**config.mk**
```make
export PLATFORM = sky130hd
export DESIGN_NAME = coefficient_scheduler_flat
export DESIGN_NICKNAME = d
export VERILOG_FILES = /design/src/rtl/coefficient_scheduler_if.sv /design/src/rtl/coefficient_scheduler.sv /design/src/flat_wrapper.sv
export SDC_FILE = /design/constraint.sdc
export NUM_CORES = 1
export LEC_CHECK = 0
export ABC_AREA = 1
export CORE_UTILIZATION = 35
export CTS_CLUSTER_DIAMETER = 30
export DETAILED_ROUTE_END_ITERATION = 8
export GPL_TIMING_DRIVEN = 0
export PLACE_DENSITY = 0.5
export REMOVE_ABC_BUFFERS = 1
export SKIP_CTS_REPAIR_TIMING = 1
export SLEW_MARGIN = 25
export SYNTH_ARGS = -nofsm -noshare
export SYNTH_HDL_FRONTEND = slang
export SYNTH_SLANG_ARGS = --single-unit
```
**constraint.sdc**
```tcl
create_clock -name clk -period 2.7 [get_ports clk]
set_input_delay 0.81 -clock clk [delete_from_list [all_inputs] [get_ports clk]]
set_output_delay 0.81 -clock clk [all_outputs]
set_load 0.03 [all_outputs]
```
**src/rtl/coefficient_scheduler_if.sv**
```systemverilog
// Symbol, coefficient and block-handoff signals of the coefficient scheduler.
// The scheduler connects through the slave modport; the environment uses master.
interface coefficient_scheduler_if;
  logic              sym_valid;
  logic              sym_ready;
  logic        [3:0] sym_run;
  logic signed [7:0] sym_value;
  logic              coef_valid;
  logic        [3:0] coef_run;
  logic signed [7:0] coef_value;
  logic              tbl_valid;
  logic              blk_ready;
  logic        [1:0] comp_id;
  logic              mcu_done;
  logic              err;

  modport master (
    output sym_valid, sym_run, sym_value, tbl_valid, blk_ready,
    input  sym_ready, coef_valid, coef_run, coef_value, comp_id, mcu_done, err
  );

  modport slave (
    input  sym_valid, sym_run, sym_value, tbl_valid, blk_ready,
    output sym_ready, coef_valid, coef_run, coef_value, comp_id, mcu_done, err
  );
endinterface

```
**src/rtl/coefficient_scheduler.sv**
```systemverilog
// Buffers (run, value) symbols, issues them to the table generator while tracking
// the zig-zag position, and sequences blocks Y..Y, Cb, Cr through the MCU.
module coefficient_scheduler #(
  parameter int FIFO_DEPTH = 4,
  parameter int Y_BLOCKS   = 4
) (
  input logic                    clk,
  input logic                    rst,
  coefficient_scheduler_if.slave bus
);
  localparam int DATA_W = 8;
  localparam int RUN_W  = 4;
  localparam int AW     = (FIFO_DEPTH > 1) ? $clog2(FIFO_DEPTH) : 1;
  localparam int BW     = 3;
  localparam logic [AW:0]   DEPTH_CNT = (AW+1)'(FIFO_DEPTH);
  localparam logic [BW-1:0] CB_BLK    = BW'(Y_BLOCKS);
  localparam logic [BW-1:0] LAST_BLK  = BW'(Y_BLOCKS + 1);

  typedef enum logic [1:0] {
    ISSUE      = 2'd0,
    WAIT_TABLE = 2'd1,
    WAIT_SINK  = 2'd2
  } state_t;

  logic [RUN_W+DATA_W-1:0] mem [FIFO_DEPTH];
  logic [AW:0]             wr_ptr;
  logic [AW:0]             rd_ptr;
  logic [AW:0]             fill;
  logic                    full;
  logic                    empty;
  logic                    push;
  logic                    pop;
  logic [RUN_W-1:0]        head_run;
  logic signed [DATA_W-1:0] head_value;

  state_t                  state_q;
  state_t                  state_d;
  logic [6:0]              pos_q;
  logic [6:0]              pos_d;
  logic [7:0]              pos_sum;
  logic [BW-1:0]           blk_idx;
  logic                    issue;
  logic                    end_blk;
  logic                    ovf;
  logic                    adv;
  logic [1:0]              comp_id;

  logic                    vld_p1;
  logic                    mcu_p1;
  logic                    err_q;
  logic [RUN_W-1:0]        coef_run_p1;
  logic signed [DATA_W-1:0] coef_value_p1;

  function automatic logic [7:0] pos_advance(input logic [6:0] pos,
                                             input logic [RUN_W-1:0] run);
    return {1'b0, pos} + 8'(run) + 8'd1;
  endfunction

  // An overflowing run is clipped so the coefficient lands on position 63.
  function automatic logic [RUN_W-1:0] sat_run(input logic [6:0]       pos,
                                               input logic [RUN_W-1:0] run,
                                               input logic             clip);
    return clip ? RUN_W'(7'd63 - pos) : run;
  endfunction

  assign fill       = wr_ptr - rd_ptr;
  assign full       = (fill == DEPTH_CNT);
  assign empty      = (wr_ptr == rd_ptr);
  assign push       = bus.sym_valid && !full;
  assign head_run   = mem[rd_ptr[AW-1:0]][RUN_W+DATA_W-1:DATA_W];
  assign head_value = $signed(mem[rd_ptr[AW-1:0]][DATA_W-1:0]);
  assign pos_sum    = pos_advance(pos_q, head_run);

  always_ff @(posedge clk) begin
    if (push) begin
      mem[wr_ptr[AW-1:0]] <= {bus.sym_run, bus.sym_value};
    end
  end

  always_comb begin
    state_d = state_q;
    pos_d   = pos_q;
    pop     = 1'b0;
    issue   = 1'b0;
    end_blk = 1'b0;
    ovf     = 1'b0;
    adv     = 1'b0;
    case (state_q)
      ISSUE: begin
        if (!empty) begin
          pop     = 1'b1;
          issue   = 1'b1;
          ovf     = (pos_sum > 8'd64);
          // (0,0) at position 0 is a zero DC difference, not end-of-block.
          end_blk = (pos_sum >= 8'd64) ||
                    ((pos_q != 7'd0) && (head_run == '0) && (head_value == '0));
          if (end_blk) begin
            state_d = WAIT_TABLE;
            pos_d   = 7'd0;
          end else begin
            pos_d = pos_sum[6:0];
          end
        end
      end
      WAIT_TABLE: begin
        if (bus.tbl_valid) begin
          state_d = WAIT_SINK;
        end
      end
      WAIT_SINK: begin
        if (bus.blk_ready) begin
          adv     = 1'b1;
          state_d = ISSUE;
        end
      end
      default: state_d = ISSUE;
    endcase
  end

  always_ff @(posedge clk or negedge rst) begin
    if (!rst) begin
      state_q <= ISSUE;
      wr_ptr  <= '0;
      rd_ptr  <= '0;
      pos_q   <= 7'd0;
      blk_idx <= '0;
      err_q   <= 1'b0;
      mcu_p1  <= 1'b0;
    end else begin
      state_q <= state_d;
      pos_q   <= pos_d;
      if (push) begin
        wr_ptr <= wr_ptr + 1'b1;
      end
      if (pop) begin
        rd_ptr <= rd_ptr + 1'b1;
      end
      if (issue && ovf) begin
        err_q <= 1'b1;
      end
      if (adv) begin
        blk_idx <= (blk_idx == LAST_BLK) ? '0 : blk_idx + 1'b1;
      end
      mcu_p1 <= adv && (blk_idx == LAST_BLK);
    end
  end

  // Issue stage: popped symbol registered toward the table generator.
  always_ff @(posedge clk or negedge rst) begin
    if (!rst) begin
      vld_p1        <= 1'b0;
      coef_run_p1   <= '0;
      coef_value_p1 <= '0;
    end else begin
      vld_p1 <= issue;
      if (issue) begin
        coef_run_p1   <= sat_run(pos_q, head_run, ovf);
        coef_value_p1 <= head_value;
      end
    end
  end

  always_comb begin
    comp_id = 2'd0;
    if (blk_idx == CB_BLK) begin
      comp_id = 2'd1;
    end else if (blk_idx > CB_BLK) begin
      comp_id = 2'd2;
    end
  end

  assign bus.sym_ready  = !full;
  assign bus.coef_valid = vld_p1;
  assign bus.coef_run   = coef_run_p1;
  assign bus.coef_value = coef_value_p1;
  assign bus.comp_id    = comp_id;
  assign bus.mcu_done   = mcu_p1;
  assign bus.err        = err_q;
endmodule

```
**src/flat_wrapper.sv**
```systemverilog
// flat-port wrapper written by rule: the top's interface ports become plain ports
module coefficient_scheduler_flat 
#(
  parameter int FIFO_DEPTH = 4,
  parameter int Y_BLOCKS   = 4
)
  (clk, rst, bus_sym_valid, bus_sym_run, bus_sym_value, bus_tbl_valid, bus_blk_ready, bus_sym_ready, bus_coef_valid, bus_coef_run, bus_coef_value, bus_comp_id, bus_mcu_done, bus_err);
  coefficient_scheduler_if bus_i ();
  input logic clk;
  input logic rst;
  input wire logic [$bits(bus_i.sym_valid)-1:0] bus_sym_valid;
  input wire logic [$bits(bus_i.sym_run)-1:0] bus_sym_run;
  input wire logic [$bits(bus_i.sym_value)-1:0] bus_sym_value;
  input wire logic [$bits(bus_i.tbl_valid)-1:0] bus_tbl_valid;
  input wire logic [$bits(bus_i.blk_ready)-1:0] bus_blk_ready;
  output wire logic [$bits(bus_i.sym_ready)-1:0] bus_sym_ready;
  output wire logic [$bits(bus_i.coef_valid)-1:0] bus_coef_valid;
  output wire logic [$bits(bus_i.coef_run)-1:0] bus_coef_run;
  output wire logic [$bits(bus_i.coef_value)-1:0] bus_coef_value;
  output wire logic [$bits(bus_i.comp_id)-1:0] bus_comp_id;
  output wire logic [$bits(bus_i.mcu_done)-1:0] bus_mcu_done;
  output wire logic [$bits(bus_i.err)-1:0] bus_err;
  assign bus_i.sym_valid = bus_sym_valid;
  assign bus_i.sym_run = bus_sym_run;
  assign bus_i.sym_value = bus_sym_value;
  assign bus_i.tbl_valid = bus_tbl_valid;
  assign bus_i.blk_ready = bus_blk_ready;
  assign bus_sym_ready = bus_i.sym_ready;
  assign bus_coef_valid = bus_i.coef_valid;
  assign bus_coef_run = bus_i.coef_run;
  assign bus_coef_value = bus_i.coef_value;
  assign bus_comp_id = bus_i.comp_id;
  assign bus_mcu_done = bus_i.mcu_done;
  assign bus_err = bus_i.err;
  coefficient_scheduler #(.FIFO_DEPTH(FIFO_DEPTH), .Y_BLOCKS(Y_BLOCKS)) u_core (.clk(clk), .rst(rst), .bus(bus_i));
endmodule
```
# After elaboration in Yosys (flattened, before gate mapping)
# Memories as Yosys holds them, arrays and structs flattened.
# Cells that the tools add are included.
# Widths: inputs -> output; s select.
[word_totals]
ff_bits = 33
ramBits = 48
inputBits = 17
output_inout_bits = 18
wordCells = 63
memories = 1
[op_classes]
addsub = 7
magnitude_cmp = 3
n_eq_ne = 10
muxes = 18
bitwise_logic = 1
n_reduce_logical = 13
[mem_list]
columns = ["name", "depth", "width", "rd", "rd_ports_with_merged_regs", "wr", "line", "text"]
rows = [
  ["u_core.mem", 4, 12, 1, 0, 1, "coefficient_scheduler.sv:25", "logic [RUN_W+DATA_W-1:0] mem [FIFO_DEPTH];"],
]
[op_table]
columns = ["operator", "count"]
rows = [
  ["$mux 2", 6],
  ["$add 3x1->3 const B", 3],
  ["$eq 3x3->1 const B", 3],
  ["$add 7x4->8", 1],
  ["$add 8x1->8 const B", 1],
  ["$ge 8x7->1 const B", 1],
  ["$gt 8x7->1 const B", 1],
  ["$logic_not 8->1", 1],
  ["$mux 1", 8],
  ["$mux 7", 1],
  ["$reduce_bool 7->1", 1],
  ["$ne 2x2->1 const B", 3],
  ["$pmux 2 s3", 1],
  ["$logic_and 1x1->1", 5],
  ["$logic_not 4->1", 1],
  ["$mux 4", 1],
  ["$reduce_and 4->1", 1],
  ["$sub 4x4->4 const A", 1],
  ["$eq 3x3->1", 1],
  ["$gt 3x3->1 const B", 1],
  ["$mux 3", 1],
  ["$sub 3x3->3", 1],
  ["$eq 2x1->1 const B", 1],
  ["$eq 2x2->1 const B", 1],
  ["6 further kinds", 6],
]

# Depth between registers and ports, before layout
# An unclocked memory read counts as a cell.
[logic_depth]
ltp_word = 8
depth_mapped = 20
mapped_depth_nobuf = 18

# Least setup slack after synthesis
# OpenSTA, ideal clock, no wires.
[synth_timing]
kind = "register to register"
start = "register u_core.rd_ptr[1]"
end = "memory u_core.mem[0][0] (netlist bit), enable pin"
setup_ns = 0.380
arrival_ns = 2.204
required_ns = 2.320
path_slack_ns = 0.116
stages_incl_launch_ff = 9
n_path_buf = 1
period_less_slack_ns = 2.584
path_cell_list = "dfrtp_1 -> inv_2 -> buf_2 -> ha_1 -> a21oi_1 -> xnor2_1 -> nand3_1 -> nand2_2 -> nor2_1"
[synth_between]
elab_chain_len = 6
[synth_rtl]
columns = ["element", "line", "text"]
rows = [
  ["start, declared", "coefficient_scheduler.sv:27", "logic [AW:0] rd_ptr;"],
  ["start signal, assigned", "coefficient_scheduler.sv:136", "rd_ptr <= rd_ptr + 1'b1;"],
  ["$sub 3x3->3", "coefficient_scheduler.sv:66", "assign fill = wr_ptr - rd_ptr;"],
  ["$eq 3x3->1", "coefficient_scheduler.sv:67", "assign full = (fill == DEPTH_CNT);"],
  ["$logic_not 1->1", "-", ""],
  ["named net bus_sym_ready", "flat_wrapper.sv:16", "output wire logic [$bits(bus_i.sym_ready)-1:0] bus_sym_ready;"],
  ["$logic_and 1x1->1", "coefficient_scheduler.sv:69", "assign push = bus.sym_valid && !full;"],
  ["$mux 1", "coefficient_scheduler.sv:75", "if (push) begin"],
  ["$mux 1 (not written as such)", "coefficient_scheduler.sv:76", "mem[wr_ptr[AW-1:0]] <= {bus.sym_run, bus.sym_value};"],
  ["end, declared", "coefficient_scheduler.sv:25", ""],
]
# The timed path passes the listed nets, and every way through them passes these cells.

# Worst setup path in the final report
[layout_timing]
start = "register u_core.rd_ptr[1]"
end = "output port bus_sym_ready"
[layout_between]
elab_chain_len = 3
[layout_rtl]
columns = ["element", "line", "text"]
rows = [
  ["$sub 3x3->3", "coefficient_scheduler.sv:66", ""],
  ["$eq 3x3->1", "coefficient_scheduler.sv:67", ""],
  ["$logic_not 1->1", "coefficient_scheduler.sv:172", "assign bus.sym_ready = !full;"],
  ["end, declared", "flat_wrapper.sv:16", ""],
]
# No other way between the ends.

==> summary.txt <==
Timing
  – Fin. Hold Viols: 0
  – Final setup viols: 0
  – Peak Freq: 0.382 GHz
  – Worst-margin pin slew: 0.776 ns
  – Tcrit/Tclk final: 0.969
  – Tmin final: 2.62 ns
  – Worst slew margin relative to its limit: 0.482
  – Max-slew violations: 0
  – Setup Skew: 0.00754 ns

Setup path
  – Crit path required time: 1.89 ns
  – Critical path launch point type: register
  – CP endpoint kind: output port
  – R2R setup slack: 0.13 ns
  – Cell Chain, Critical Path: clkinv_8 > ha_4 > a21oi_2 > xnor2_1 > nand3_1 > buf_6
  – Critical path class: reg2out
  – Worst EP arrival: 1.81 ns
  – Crit Path Max Fanout: 13
  – Crit-path max cell delay: 0.55 ns
  – Worst path slowest cell: dfrtp_4
  – Path depth of the worst reg2reg path: 15

Placement
  – Post-detail-place hpwl: 5.04 mm
  – RePlAce Congestion: 0.758
  – DP Area: 0.00421 mm^2
  – Inst Count DP: 533
  – Buffers on Ports: 34

Clocking
  – CTS H-tree lvls: 3
  – Max Root-Sink Buffers: 2
  – CTS sink cnt: 81
  – Clock latency on the worst-skew pair: 0.34 ns
  – Root buffer cell: clkbuf_8
  – Num CTS Buffers: 9
  – CTS tree: built
  – Reg clk slew, reported paths: 0.09 ns

Power
  – Cell Pwr Density: 1390 mW/mm^2
  – VDD IR max: 0.447 mV
  – Pwr Total: 0.00644 W
  – Leak: 1.96 nW

Global routing
  – First-pass GRT wire length: 13.1 mm
  – GRT Util Overall: 0.152
  – Largest net degree at the start of global routing: 30
  – Vias in the first global route: 2645
  – GR Overflow Total: 0
  – Initial antenna violation count: 0

Flow run
  – MaxCap Viol Count: 0

Detailed routing
  – Vias post-DR: 2688
  – Initial detailed-routing violation count: 106
  – Final Routed Wirelength: 8.01 mm
  – Avg Vias per Cell: 4.76
  – ANT nets after route: 0
  – DRT Pass-1 Iters: 4
  – DRC violations left: 0
  – DR WL/cell: 14.2 um

Die
  – Full die area: 0.0112 mm^2
  – Die height: 106 um
  – Initial core utilization: 0.363
  – Ports: 35
  – Horiz. Die Dim: 106 um
  – Rows: 37
  – CORE AREA: 0.0104 mm^2

Finish
  – Antenna diodes: 0
  – Post-Layout Cell Count: 565
  – Area growth, synth to finish: 22.9%
  – Filler cells: 1036
  – NumNets Final: 453
  – Share of cells above drive strength 1: 0.154
  – Finished Cell Area: 0.00463 mm^2

Synthesis
  – Post-synth top cells: nand2_1 (111), nand3_1 (51), edfxtp_1 (48)
  – Cell area after synthesis: 0.00376 mm^2
  – Most area-consuming cells after synthesis: edfxtp_1 (38%), dfrtp_1 (22%), nand2_1 (11%)
  – Register bit count reported by yosys: 81
  – Seq/Total Area, Yosys: 0.602
  – Count leader, synth: nand2_1
  – Primary FF master, synth: edfxtp_1
  – Syn Area/Cell: 10.1 um^2
  – Yosys top cell by area: edfxtp_1
  – Async SR Flop Fraction: 0.407
  – Number of synthesized flops with an enable pin: 48
  – Post-synth cell types: 31
  – Top cell type's share of synthesized area: 0.383
  – Synth warn: 0
  – Synthesized instance count: 374

Run status
  – Status: complete, no violations

Hold path
  – Hold Crit Class: in2async
==> critical path, delay by kind of cell (launching register included) <==
| kind | cells | cell delay (ns) |
|---|---|---|
| XOR/XNOR | 1 | 0.13 |
| AO/OA/AOI/OAI | 1 | 0.13 |
| buffers and inverters | 2 | 0.28 |
| adder cells (fa/ha/maj) | 1 | 0.21 |
| flip-flops | 1 | 0.55 |
| AND/OR/NAND/NOR | 1 | 0.15 |
==> state kept, by name (all words and copies together), names as in the netlist <==
name	flops
u_core.mem	48
u_core.bus.coef_value	8
u_core.pos_q	7
u_core.bus.coef_run	4
u_core.blk_idx	3
u_core.rd_ptr	3
u_core.wr_ptr	3
u_core.state_q	2
u_core.bus.coef_valid	1
u_core.bus.err	1
u_core.bus.mcu_done	1
==> cells by family (layout without fill, tap and decap cells) <==
group,Yosys count,after routing,share of synthesized area
AO/OA/AOI/OAI,28,28,0.0399
XOR/XNOR,7,7,0.0183
adder cells (fa/ha/maj),12,12,0.0419
buffers and inverters,49,104,0.0631
flip-flops,81,81,0.602
AND/OR/NAND/NOR,197,197,0.235
==> stage by stage <==
stage	hold slack (ns)	setup TNS (ns)	worst slack (ns)	util
CTS	0.324	-23.96	-1.01	0.426
detailed placement	0.450	-21.59	-0.655	0.406
floorplan	0.441	0	0.0214	-
global placement	0.447	-38.38	-0.666	0.403
global route	0.328	-0.00880	-0.00880	0.446
finish	0.332	0	0.0836	0.446
==> routing by layer <==
metal,global-route usage,share of wire
met3,0.0315,0.034
met5,0,0
met4,0.0387,0.0037
met2,0.266,0.50
met1,0.191,0.46
==> report_power, final <==
part           leakage (nW)  internal (W)  total (W)  switching (W)
clock network         0.109      0.000466   0.000941       0.000474
logic                  1.01       0.00132    0.00345        0.00213
registers             0.835       0.00179    0.00205       0.000265
total                  1.96       0.00357    0.00644        0.00287
==> final cells by class <==
cell class              count  area, um^2  area share
well taps                 136         170      0.0368
repair buffers             50         487       0.105
inverters                  37         166      0.0360
clock buffers              10         138      0.0298
clock inverters             6        72.6      0.0157
multi-input cells         244        1310       0.283
flip-flops and latches     81        2270       0.492
repair inverters            1        8.76     0.00189
==> worst paths after layout <==
path | start | to
min | rst | u_core.pos_q[1]
min reg2reg | u_core.bus.err | u_core.bus.err
max in group asynchronous | rst | u_core.rd_ptr[0]
min in group clk | u_core.bus.err | u_core.bus.err
max | u_core.rd_ptr[1] | bus_sym_ready
max reg2reg | u_core.rd_ptr[0] | u_core.bus.coef_run[0]
==> cells in the final DEF (no fill, tap or decap), types with 4 or more instances in the layout <==
cell             netlist  routed
o21ai_0               10      10
nor2_2                 3       7
nand2_1              111     109
buf_4                  1      11
ha_1                  11       8
nand4_1                4       4
edfxtp_1              48      48
a21oi_1                8       7
dfrtp_1               33      31
nand3_1               51      51
clkdlybuf4s50_1        0      32
nand2_2                2       4
xor2_1                 4       4
o21ai_1                7       7
inv_1                 34      33
nor2_1                17      13
clkbuf_8               0      10
No activity file was read; power rests on OpenSTA's default activity.
